`config.mk`:
```
export PLATFORM = sky130hd
export DESIGN_NAME = rtc_display
export DESIGN_NICKNAME = d
export VERILOG_FILES = /design/src/rtl/rtc_pkg.sv /design/src/rtl/rtc_display_seg7.sv /design/src/rtl/rtc_display.sv
export SDC_FILE = /design/constraint.sdc
export NUM_CORES = 1
export LEC_CHECK = 0
export CORE_ASPECT_RATIO = 0.9
export CORE_MARGIN = 2
export CORE_UTILIZATION = 57
export DETAILED_ROUTE_END_ITERATION = 12
export GPL_TIMING_DRIVEN = 1
export PLACE_DENSITY_LB_ADDON = 0.2
export REMOVE_ABC_BUFFERS = 1
export SLEW_MARGIN = 25
export SYNTH_ARGS = -nofsm -noshare
export SYNTH_HDL_FRONTEND = slang
export SYNTH_SLANG_ARGS = --single-unit
```
`constraint.sdc`:
```
create_clock -name i_clk -period 3.77 [get_ports i_clk]
set_clock_uncertainty 0.2 [all_clocks]
set_input_delay 0.754 -clock i_clk [delete_from_list [all_inputs] [get_ports i_clk]]
set_output_delay 0.754 -clock i_clk [all_outputs]
set_load 0.05 [all_outputs]
```
`src/rtl/rtc_pkg.sv`:
```
// Shared constants and BCD helpers for the real-time clock display.
// Used by rtc_display; the optional alarm is enabled with RTC_DISPLAY_ALARM_EN.
package rtc_pkg;

   localparam logic [6:0] SEG_0     = 7'b0000001;
   localparam logic [6:0] SEG_1     = 7'b1001111;
   localparam logic [6:0] SEG_2     = 7'b0010010;
   localparam logic [6:0] SEG_3     = 7'b0000110;
   localparam logic [6:0] SEG_4     = 7'b1001100;
   localparam logic [6:0] SEG_5     = 7'b0100100;
   localparam logic [6:0] SEG_6     = 7'b0100000;
   localparam logic [6:0] SEG_7     = 7'b0001111;
   localparam logic [6:0] SEG_8     = 7'b0000000;
   localparam logic [6:0] SEG_9     = 7'b0000100;
   localparam logic [6:0] SEG_BLANK = 7'b1111111;

   localparam logic [7:0] MAX_SEC  = 8'h59;
   localparam logic [7:0] MAX_MIN  = 8'h59;
   localparam logic [4:0] MAX_HOUR = 5'd23;

   // Two-digit BCD increment that wraps to 00 after max_v.
   function automatic logic [7:0] bcd_inc(input logic [7:0] v, input logic [7:0] max_v);
      logic [7:0] r;
      if (v == max_v) begin
         r = 8'h00;
      end else if (v[3:0] == 4'd9) begin
         r = {v[7:4] + 4'd1, 4'd0};
      end else begin
         r = {v[7:4], v[3:0] + 4'd1};
      end
      return r;
   endfunction

   function automatic logic [4:0] display_hour(input logic [4:0] h, input logic mode_12h);
      logic [4:0] r;
      if (!mode_12h) begin
         r = h;
      end else if (h == 5'd0) begin
         r = 5'd12;
      end else if (h > 5'd12) begin
         r = h - 5'd12;
      end else begin
         r = h;
      end
      return r;
   endfunction

   // Binary 0..23 to two BCD digits by range compare, avoiding a divider.
   function automatic logic [7:0] hour_to_bcd(input logic [4:0] h);
      logic [7:0] r;
      if (h >= 5'd20) begin
         r = 8'h20 + {3'b000, h - 5'd20};
      end else if (h >= 5'd10) begin
         r = 8'h10 + {3'b000, h - 5'd10};
      end else begin
         r = {3'b000, h};
      end
      return r;
   endfunction

endpackage

```
`src/rtl/rtc_display_seg7.sv`:
```
// seg7_encode: combinational BCD digit to seven-segment code (bit6 = a .. bit0 = g).
// Codes are stored active-low; SEG_ACTIVE_LOW = 0 inverts the output.
module seg7_encode
   import rtc_pkg::*;
#(
   parameter int SEG_ACTIVE_LOW = 1
) (
   input  logic [3:0] i_bcd,
   input  logic       i_blank,
   output logic [6:0] o_seg
);

   logic [6:0] w_raw;

   // Digit lookup; out-of-range codes show nothing.
   always_comb begin
      w_raw = SEG_BLANK;
      if (i_blank) begin
         w_raw = SEG_BLANK;
      end else begin
         case (i_bcd)
            4'd0:    w_raw = SEG_0;
            4'd1:    w_raw = SEG_1;
            4'd2:    w_raw = SEG_2;
            4'd3:    w_raw = SEG_3;
            4'd4:    w_raw = SEG_4;
            4'd5:    w_raw = SEG_5;
            4'd6:    w_raw = SEG_6;
            4'd7:    w_raw = SEG_7;
            4'd8:    w_raw = SEG_8;
            4'd9:    w_raw = SEG_9;
            default: w_raw = SEG_BLANK;
         endcase
      end
   end

   assign o_seg = (SEG_ACTIVE_LOW != 0) ? w_raw : ~w_raw;

endmodule

```
`src/rtl/rtc_display.sv`:
```
// Real-time clock with set mode and six registered seven-segment digit outputs.
// Define RTC_DISPLAY_ALARM_EN to add the alarm compare inputs and o_alarm_hit pulse.
module rtc_display
   import rtc_pkg::*;
#(
   parameter int CLK_HZ         = 50_000_000,
   parameter int SEG_ACTIVE_LOW = 1
) (
   input  logic       i_clk,
   input  logic       i_reset,
   input  logic       i_mode_12h,
   input  logic       i_set_en,
   input  logic       i_inc_hour,
   input  logic       i_inc_min,
`ifdef RTC_DISPLAY_ALARM_EN
   input  logic [4:0] i_alarm_hour,
   input  logic [6:0] i_alarm_min,
   output logic       o_alarm_hit,
`endif
   output logic [6:0] o_led_a,
   output logic [6:0] o_led_b,
   output logic [6:0] o_led_c,
   output logic [6:0] o_led_d,
   output logic [6:0] o_led_e,
   output logic [6:0] o_led_f,
   output logic       o_pm,
   output logic       o_sec_tick
);

   localparam int             PW        = $clog2(CLK_HZ);
   localparam logic [PW-1:0]  PRESC_MAX = PW'(CLK_HZ - 1);
   localparam logic [6:0]     LED_ZERO  = (SEG_ACTIVE_LOW != 0) ? SEG_0 : ~SEG_0;

   logic [PW-1:0] r_presc;
   logic [7:0]    r_sec;
   logic [7:0]    r_min;
   logic [4:0]    r_hour;
   logic          r_inc_hour_d;
   logic          r_inc_min_d;
   logic          r_sec_tick;
   logic [6:0]    r_led_a, r_led_b, r_led_c, r_led_d, r_led_e, r_led_f;
   logic          r_pm;

   logic [PW-1:0] w_presc_nxt;
   logic [7:0]    w_sec_nxt;
   logic [7:0]    w_min_nxt;
   logic [4:0]    w_hour_nxt;
   logic          w_tick;
   logic          w_hour_edge;
   logic          w_min_edge;
   logic [7:0]    w_hour_bcd;
   logic          w_blank_tens;
   logic [6:0]    w_seg_a, w_seg_b, w_seg_c, w_seg_d, w_seg_e, w_seg_f;

   // Next-state for prescaler and time; set mode freezes seconds and edits hh:mm without carry.
   always_comb begin
      w_tick      = (r_presc == PRESC_MAX) & ~i_set_en;
      w_hour_edge = i_set_en & i_inc_hour & ~r_inc_hour_d;
      w_min_edge  = i_set_en & i_inc_min & ~r_inc_min_d;
      w_presc_nxt = r_presc + PW'(1);
      w_sec_nxt   = r_sec;
      w_min_nxt   = r_min;
      w_hour_nxt  = r_hour;
      if (i_set_en) begin
         w_presc_nxt = '0;
         w_sec_nxt   = 8'h00;
         if (w_min_edge) begin
            w_min_nxt = bcd_inc(r_min, MAX_MIN);
         end else begin
            w_min_nxt = r_min;
         end
         if (w_hour_edge) begin
            w_hour_nxt = (r_hour == MAX_HOUR) ? 5'd0 : r_hour + 5'd1;
         end else begin
            w_hour_nxt = r_hour;
         end
      end else if (w_tick) begin
         w_presc_nxt = '0;
         w_sec_nxt   = bcd_inc(r_sec, MAX_SEC);
         if (r_sec == MAX_SEC) begin
            w_min_nxt = bcd_inc(r_min, MAX_MIN);
            if (r_min == MAX_MIN) begin
               w_hour_nxt = (r_hour == MAX_HOUR) ? 5'd0 : r_hour + 5'd1;
            end else begin
               w_hour_nxt = r_hour;
            end
         end else begin
            w_min_nxt = r_min;
         end
      end else begin
         w_presc_nxt = r_presc + PW'(1);
      end
   end

   // Time, prescaler, edge-detect copies and the second pulse.
   always_ff @(posedge i_clk) begin
      if (i_reset) begin
         r_presc      <= '0;
         r_sec        <= 8'h00;
         r_min        <= 8'h00;
         r_hour       <= 5'd0;
         r_inc_hour_d <= 1'b0;
         r_inc_min_d  <= 1'b0;
         r_sec_tick   <= 1'b0;
      end else begin
         r_presc      <= w_presc_nxt;
         r_sec        <= w_sec_nxt;
         r_min        <= w_min_nxt;
         r_hour       <= w_hour_nxt;
         r_inc_hour_d <= i_inc_hour;
         r_inc_min_d  <= i_inc_min;
         r_sec_tick   <= w_tick;
      end
   end

   assign w_hour_bcd   = hour_to_bcd(display_hour(r_hour, i_mode_12h));
   assign w_blank_tens = i_mode_12h & (w_hour_bcd[7:4] == 4'd0);

   seg7_encode #(.SEG_ACTIVE_LOW(SEG_ACTIVE_LOW)) u_seg_a (.i_bcd(r_sec[3:0]),      .i_blank(1'b0),         .o_seg(w_seg_a));
   seg7_encode #(.SEG_ACTIVE_LOW(SEG_ACTIVE_LOW)) u_seg_b (.i_bcd(r_sec[7:4]),      .i_blank(1'b0),         .o_seg(w_seg_b));
   seg7_encode #(.SEG_ACTIVE_LOW(SEG_ACTIVE_LOW)) u_seg_c (.i_bcd(r_min[3:0]),      .i_blank(1'b0),         .o_seg(w_seg_c));
   seg7_encode #(.SEG_ACTIVE_LOW(SEG_ACTIVE_LOW)) u_seg_d (.i_bcd(r_min[7:4]),      .i_blank(1'b0),         .o_seg(w_seg_d));
   seg7_encode #(.SEG_ACTIVE_LOW(SEG_ACTIVE_LOW)) u_seg_e (.i_bcd(w_hour_bcd[3:0]), .i_blank(1'b0),         .o_seg(w_seg_e));
   seg7_encode #(.SEG_ACTIVE_LOW(SEG_ACTIVE_LOW)) u_seg_f (.i_bcd(w_hour_bcd[7:4]), .i_blank(w_blank_tens), .o_seg(w_seg_f));

   // Display registers, one cycle behind the time state and mode.
   always_ff @(posedge i_clk) begin
      if (i_reset) begin
         r_led_a <= LED_ZERO;
         r_led_b <= LED_ZERO;
         r_led_c <= LED_ZERO;
         r_led_d <= LED_ZERO;
         r_led_e <= LED_ZERO;
         r_led_f <= LED_ZERO;
         r_pm    <= 1'b0;
      end else begin
         r_led_a <= w_seg_a;
         r_led_b <= w_seg_b;
         r_led_c <= w_seg_c;
         r_led_d <= w_seg_d;
         r_led_e <= w_seg_e;
         r_led_f <= w_seg_f;
         r_pm    <= i_mode_12h & (r_hour >= 5'd12);
      end
   end

`ifdef RTC_DISPLAY_ALARM_EN
   logic r_alarm_hit;

   // Only a counted second landing on hh:mm:00 fires; set-mode edits never raise r_sec_tick.
   always_ff @(posedge i_clk) begin
      if (i_reset) begin
         r_alarm_hit <= 1'b0;
      end else begin
         r_alarm_hit <= r_sec_tick & (r_sec == 8'h00) & (r_min == {1'b0, i_alarm_min})
                        & (r_hour == i_alarm_hour);
      end
   end

   assign o_alarm_hit = r_alarm_hit;
`endif

   assign o_led_a    = r_led_a;
   assign o_led_b    = r_led_b;
   assign o_led_c    = r_led_c;
   assign o_led_d    = r_led_d;
   assign o_led_e    = r_led_e;
   assign o_led_f    = r_led_f;
   assign o_pm       = r_pm;
   assign o_sec_tick = r_sec_tick;

endmodule

```
# After elaboration in Yosys (flattened, before gate mapping)
# Memories as Yosys holds them, arrays and structs flattened. A register that Yosys moved wholly into a read port is not among the register bits.
# Cells that the tools add are included.
# W data, S select, Z words.
# op_classes
addsub	11
n_lt_le_gt_ge	4
n_eq_ne	8
muxes	20
n_bitwise	10
reduce_logical	12
# ops
op	n
$mux W8	8
$mux W5	9
$add A26 B1 Y26 const B	1
$eq A26 B26 Y1 const B	1
$add A4 B1 Y4 const B	4
$eq A8 B7 Y1 const B	2
$mux W7	2
$ge A5 B4 Y1 const B	2
$sub A5 B4 Y5 const B	2
$eq A4 B4 Y1 const B	2
$reduce_bool A2 Y1	4
$add A6 B5 Y7 const A	1
$and A1 B1 Y1	7
$add A5 B5 Y6 const A	1
$mux W6	1
$add A5 B1 Y5 const B	1
$eq A5 B5 Y1 const B	1
$ge A5 B5 Y1 const B	1
$gt A5 B4 Y1 const B	1
$logic_not A5 Y1	1
$sub A5 B5 Y5 const B	1
$logic_not A4 Y1	1
$ne A2 B1 Y1 const B	2
$reduce_and A4 Y1	1
other kinds (5)	8
# word_totals
ff_bits	58
rom_bits	672
in_bits	6
output_inout_bits	44
elab_cells	82
mem_count	6
# mem_list
memory	depth	width	rd	rd_clocked_by_memory_dff	wr	line	rtl
(no name shown)	16	7	1	1	0	rtc_display_seg7.sv:21	case (i_bcd)
(no name shown)	16	7	1	1	0	rtc_display_seg7.sv:21	
(no name shown)	16	7	1	1	0	rtc_display_seg7.sv:21	
(no name shown)	16	7	1	1	0	rtc_display_seg7.sv:21	
(no name shown)	16	7	1	1	0	rtc_display_seg7.sv:21	
(no name shown)	16	7	1	0	0	rtc_display_seg7.sv:21	

# Logic depth before layout (Yosys ltp)
# depth
depth_word	11
depth_mapped	17

# Hierarchy
# Synthesis repeated with hierarchy kept, for this count alone.
# hier_totals
hier_cells	607
hier_area_um2	5195.0
# by_module_without_submodules
module	n_inst	cells_per_inst	area_each_um2	seq_area_each_um2
rtc_display	1	409	3781.1	1861.8
seg7_encode (u_seg_a ...)	4	33	235.2	0.0
seg7_encode (u_seg_b ...)	2	33	236.5	0.0

# Least setup slack after synthesis
# No wires, ideal clock.
# synth_timing
kind	input-to-reg
from	in i_mode_12h
to	reg r_led_e[3], in the netlist o_led_e[3]
setup_ps	132
arrival_ps	3045
t_required_ps	3438
path_slack_ps	393
stages	14
path_cell_list	buf_4 o211a_1 o21ai_1 ha_1 nor2b_1 nor3_1 a211o_1 buf_6 o21ai_2 xor2_4 inv_1 ha_1 mux2i_1 a21oi_1
# synth_between
elab_chain_len	5
word_cells_on_any_way	9
cone_classes	add/sub: 4; order compare: 2; mux: 3
# synth_lines
element	line	rtl
start, declared	rtc_display.sv:11	input logic i_mode_12h,
$mux W5 *	rtc_pkg.sv:36	if (!mode_12h) begin
$sub A5 B4 Y5	rtc_pkg.sv:54	r = 8'h10 + {3'b000, h - 5'd10};
$add A5 B5 Y6	rtc_pkg.sv:54	
$mux W6	rtc_pkg.sv:53	end else if (h >= 5'd10) begin
$mux W7 *	rtc_pkg.sv:51	if (h >= 5'd20) begin
end, declared	rtc_display.sv:41	logic [6:0] r_led_a, r_led_b, r_led_c, r_led_d, r_led_e, r_led_f;
# Mark *: on every way between the ends. The rest lies on a longest branch, timed or not.
# A chain may end at the register's enable or synchronous reset.

# Final worst setup path
# layout_timing
from	reg r_hour[2]
to	reg r_led_e[1], in the netlist o_led_e[1]
# layout_between
elab_chain_len	8
word_cells_on_any_way	14
cone_classes	add/sub: 5; order compare: 3; mux: 5; reduce/logical: 1
# layout_lines
element	line	rtl
start, declared	rtc_display.sv:37	logic [4:0] r_hour;
start signal, assigned	rtc_display.sv:109	r_hour <= w_hour_nxt;
$sub A5 B4 Y5 or $gt A5 B4 Y1 (tied branches)	rtc_pkg.sv:41, rtc_pkg.sv:40	
$mux W5	rtc_pkg.sv:40	end else if (h > 5'd12) begin
$mux W5	rtc_pkg.sv:38	end else if (h == 5'd0) begin
$mux W5 *	rtc_pkg.sv:36	
$sub A5 B4 Y5	rtc_pkg.sv:54	
$add A5 B5 Y6	rtc_pkg.sv:54	
$mux W6	rtc_pkg.sv:53	
$mux W7 *	rtc_pkg.sv:51	
# Marked as above.

==> run summary <==
For this run, asynchronously set or reset flops after synthesis account for 0%. The number of global-route vias before repair was 3,545; the worst slack at placement was -8.658 ps. The logs give 62 for the number of distinct library cells after synthesis and 3 for the number of H-tree levels. The tools report the worst path arrival time as 3630 ps. After clock tree synthesis, the clock-pin slew on the worst setup and hold paths is 90 ps. The final hold violation count was 0. The upper clock frequency limit came out at 283.5 MHz.

The horizontal die dimension came out at 99.34 um. In this run the power density over the cells is 341.6 nW/um2. Largest fanout of any net on the critical path: 10.

Net switching is 26.84% of the power. Synthesis inferred 92 register bits. The worst pin sits at a relative slew slack of 50.32%. Max-cap violations in this run came to 0. The critical path is of the reg -> reg type.

The area growth from synthesis to layout is 16.55%. The number of clock sinks was 92. The logs give 0 for the number of antenna violations at the first check in global routing and 15,510 um for the wire length of the first global-routing pass.

The share of the synthesized netlist area taken by xor and xnor gates works out to 6.037%. Ranked by total cell area, the synthesized netlist is headed by dfxtp_1 (39%), ha_1 (9.7%), nor2_1 (6.2%). The hold path startpoint is r_presc[0].

For this block, the via count after detailed routing is 3,756. The sequential cells in the finished layout cover a total of 1842 um2. The run gives 0 as the post-detailed-route count of antenna-violating nets.

The routed wire length was 9130 um. Global routing used 20.92% of the available tracks. 0 antenna diodes ended up in the layout.

The detailed-route vias per instance works out to 5.443. The post-synthesis cell type with the largest combined area is dfxtp_1. Kind of capture point of the worst setup path: a register.

The tools report the cell chosen for the clock root as clkbuf_8. The synthesized netlist occupies a cell area of 4663 um2. Summed over all cells, the static leakage comes to 2.138 nW. The tightest hold path in the finished design has a slack of 308.2 ps. The run finished with clean final reports.

After synthesis, the largest area contributor takes up 39.50% of total cell area. Entering global routing, the biggest net connects 40 pins. TritonCTS built the clock tree. The total overflow left after global routing is 0. The adder and majority gate portion of the synthesized area is 9.659%. In this run the critical register-to-register path is launched from r_hour[2].

The dominant combinational cell family by area after synthesis is simple AND/OR/NAND/NOR gates. After clock tree synthesis, the flow added hold-fix buffers numbering 0. The post-layout minimum cycle time came out at 3527 ps. The min-delay analysis places its worst path in the category reg -> reg.

Clock group share of total power: 33.0%. The number of flops mapped to enable cells by yosys was 0; the maximum clock insertion buffer count was 2. The number of nets in the finished design came out at 628. The floorplan step set the die height to 89.81 um.

The tools report the area of combinational cells with multiple inputs as 2596 um2. Boundary pin count: 50. For this run, the register share of the synthesized area comes to 39.50%. The start point of the critical path was r_hour[2]. The core region is 7990 um2. The area of the die was 8922 um2. The most used flip-flop cell after synthesis was dfxtp_1. The Yosys step of the flow raised 0 warnings. The count of buffers added on input and output ports is 49. The total of endpoints with negative setup slack in the final report is 0, and the HPWL reported at the end of detailed placement is 6501 um. The count of instances resized after the clock tree is built was 0. The number of buffers created by CTS was 9. The logs give 58.36% for the initial standard-cell utilization of the core and 0 for the post-CTS setup buffer count.

Setup slack on the critical path of the routed design comes to 243.2 ps. The count of standard-cell rows was 31. Data on the critical path is required at its endpoint by 3870 ps.

The routability-driven placement congestion ratio was 0.8327; the proportion of power drawn by combinational gates was 13.1%. The share of the clock period used by the worst path after layout is 93.55%. The count of mapped cells out of synthesis was 536. The insertion delay of the later-clocked pin in the worst-skew pair is 360 ps, and the synthesized area divided by synthesized cell count is 8.700 um2. Final max-slew violation count: 0.

For the pin with the worst max-slew slack, the measured transition is 743.4 ps. Internal power comes to 1.358 mW. Summed over all nets, the switching power comes to 0.4984 mW. The synthesized netlist devotes 22.00% of its cell area to simple gates. Setup repair after global routing left no endpoint under its margin. The worst setup path is launched from a register.

The worst-case IR drop observed on VDD is 0.2548 mV. The first TritonRoute pass finished after 4 iterations. The mux cell area share after synthesis was 2.254%. For the power share of the sequential group, the log shows 53.9%.

The compound-cell area share of the yosys netlist is 15.72%, and the fraction of layout cells with a size suffix above 1 is 8.629%. The tools report the number of filler instances in the final layout as 646. For this block, the initial DRC count from the detailed router was 161. DRC violations left: 0. The routed wire length per instance was 13.23 um.
==> power groups by stage <==
stage	clock (mW)	sequential, mW	combinational (mW)
finish	0.612	1.00	0.243
global route	0.667	1.00	0.264
CTS	0.632	1.00	0.244
detailed placement	0	1.02	0.243
global placement	0	1.02	0.237
floorplan	0	1.08	0.100
==> cells in the final DEF (no fill, tap or decap), drive strengths merged, types with 3 or more instances in the layout <==
| cell | count |
|---|---|
| and3b | 3 |
| o21a | 10 |
| nand2b | 11 |
| xor2 | 23 |
| dfxtp | 92 |
| ha | 36 |
| xnor2 | 7 |
| a211o | 3 |
| nor2b | 7 |
| a21oi | 51 |
| nor3 | 4 |
| o21ai | 19 |
| nor2 | 77 |
| and3 | 7 |
| nand4 | 11 |
| clkdlybuf4s50 | 49 |
| buf | 13 |
| or2 | 5 |
| nand3 | 19 |
| mux2 | 4 |
| clkbuf | 13 |
| a31oi | 3 |
| and4 | 6 |
| inv | 28 |
| mux2i | 6 |
| nand2 | 41 |
| a211oi | 5 |
==> worst max-delay path, stage by stage (launching register included) <==
cell	delay, ps
dfxtp_1	520
ha_1	340
a21boi_1	110
o211a_1	240
o21ai_1	250
ha_1	180
nor2b_1	170
nor4b_1	80
a211o_1	360
o21ai_2	150
xor2_4	230
inv_1	110
ha_1	220
inv_1	60
mux2i_1	70
a21oi_1	160
==> cell families after synthesis <==
| group | Yosys count |
|---|---|
| flops | 92 |
| buf+inv | 51 |
| mux | 10 |
| compound gates | 111 |
| fa+ha+maj | 36 |
| xor+xnor | 30 |
| simple gates | 206 |
==> path summary, 6_finish.rpt <==
| kind | depth (start not counted) | endpoint | slack, ps |
|---|---|---|---|
| min reg2reg | 1 | r_presc[0] | 310 |
| min | 1 | r_presc[0] | 310 |
| max | 15 | o_led_e[1] | 240 |
| max reg2reg | 15 | o_led_e[1] | 240 |
==> sequential cells by signal, indices dropped and copies added (netlist names) <==
name / flops
o_led_d: 7
o_sec_tick: 1
r_inc_min_d: 1
o_led_c: 7
r_inc_hour_d: 1
o_led_f: 6
o_pm: 1
o_led_b: 7
o_led_a: 7
r_hour: 5
r_sec: 8
r_min: 8
r_presc: 26
o_led_e: 7
==> through the flow <==
step	util, %	power (mW)	area, um2	TNS [ps]	std cells
2_1_floorplan	-	1.184	4543	0	513
6_report	68.02	1.857	5435	0	690
4_1_cts	68.02	1.877	5435	0	690
3_5_place_dp	65.77	1.267	5255	-15.27	674
5_1_grt	68.02	1.935	5435	0	690
3_3_place_gp	65.77	1.261	5255	0	674
==> routing by layer <==
layer	routed length [um]	vias to the layer above	track usage [%]
met5	0	-	0
met4	94	0	6.279
met3	396	10	5.443
met1	4304	1737	26.56
li1	-	1936	-
met2	4335	73	34.85
==> area by class of cell <==
class	count	share of cell area, %
Timing Repair Buffer	62	10.82
Multi-Input combinational cell	393	47.77
Clock buffer	13	2.924
Clock inverter	3	0.3913
Tap cell	99	2.279
Sequential cell	92	33.89
Inverter	28	1.934
==> Yosys cell counts (6+ instances only) <==
| master | count |
|---|---|
| nand3_1 | 19 |
| nand2_1 | 40 |
| nand2b_1 | 11 |
| dfxtp_1 | 92 |
| ha_1 | 36 |
| mux2i_1 | 6 |
| nand4_1 | 11 |
| a21oi_1 | 50 |
| inv_1 | 28 |
| nor2b_1 | 7 |
| o21a_1 | 10 |
| and3_1 | 7 |
| o21ai_0 | 16 |
| nor2_1 | 77 |
| xor2_1 | 22 |
| xnor2_1 | 7 |
| clkbuf_1 | 16 |
Note: power is estimated with default switching activity, not from simulation.
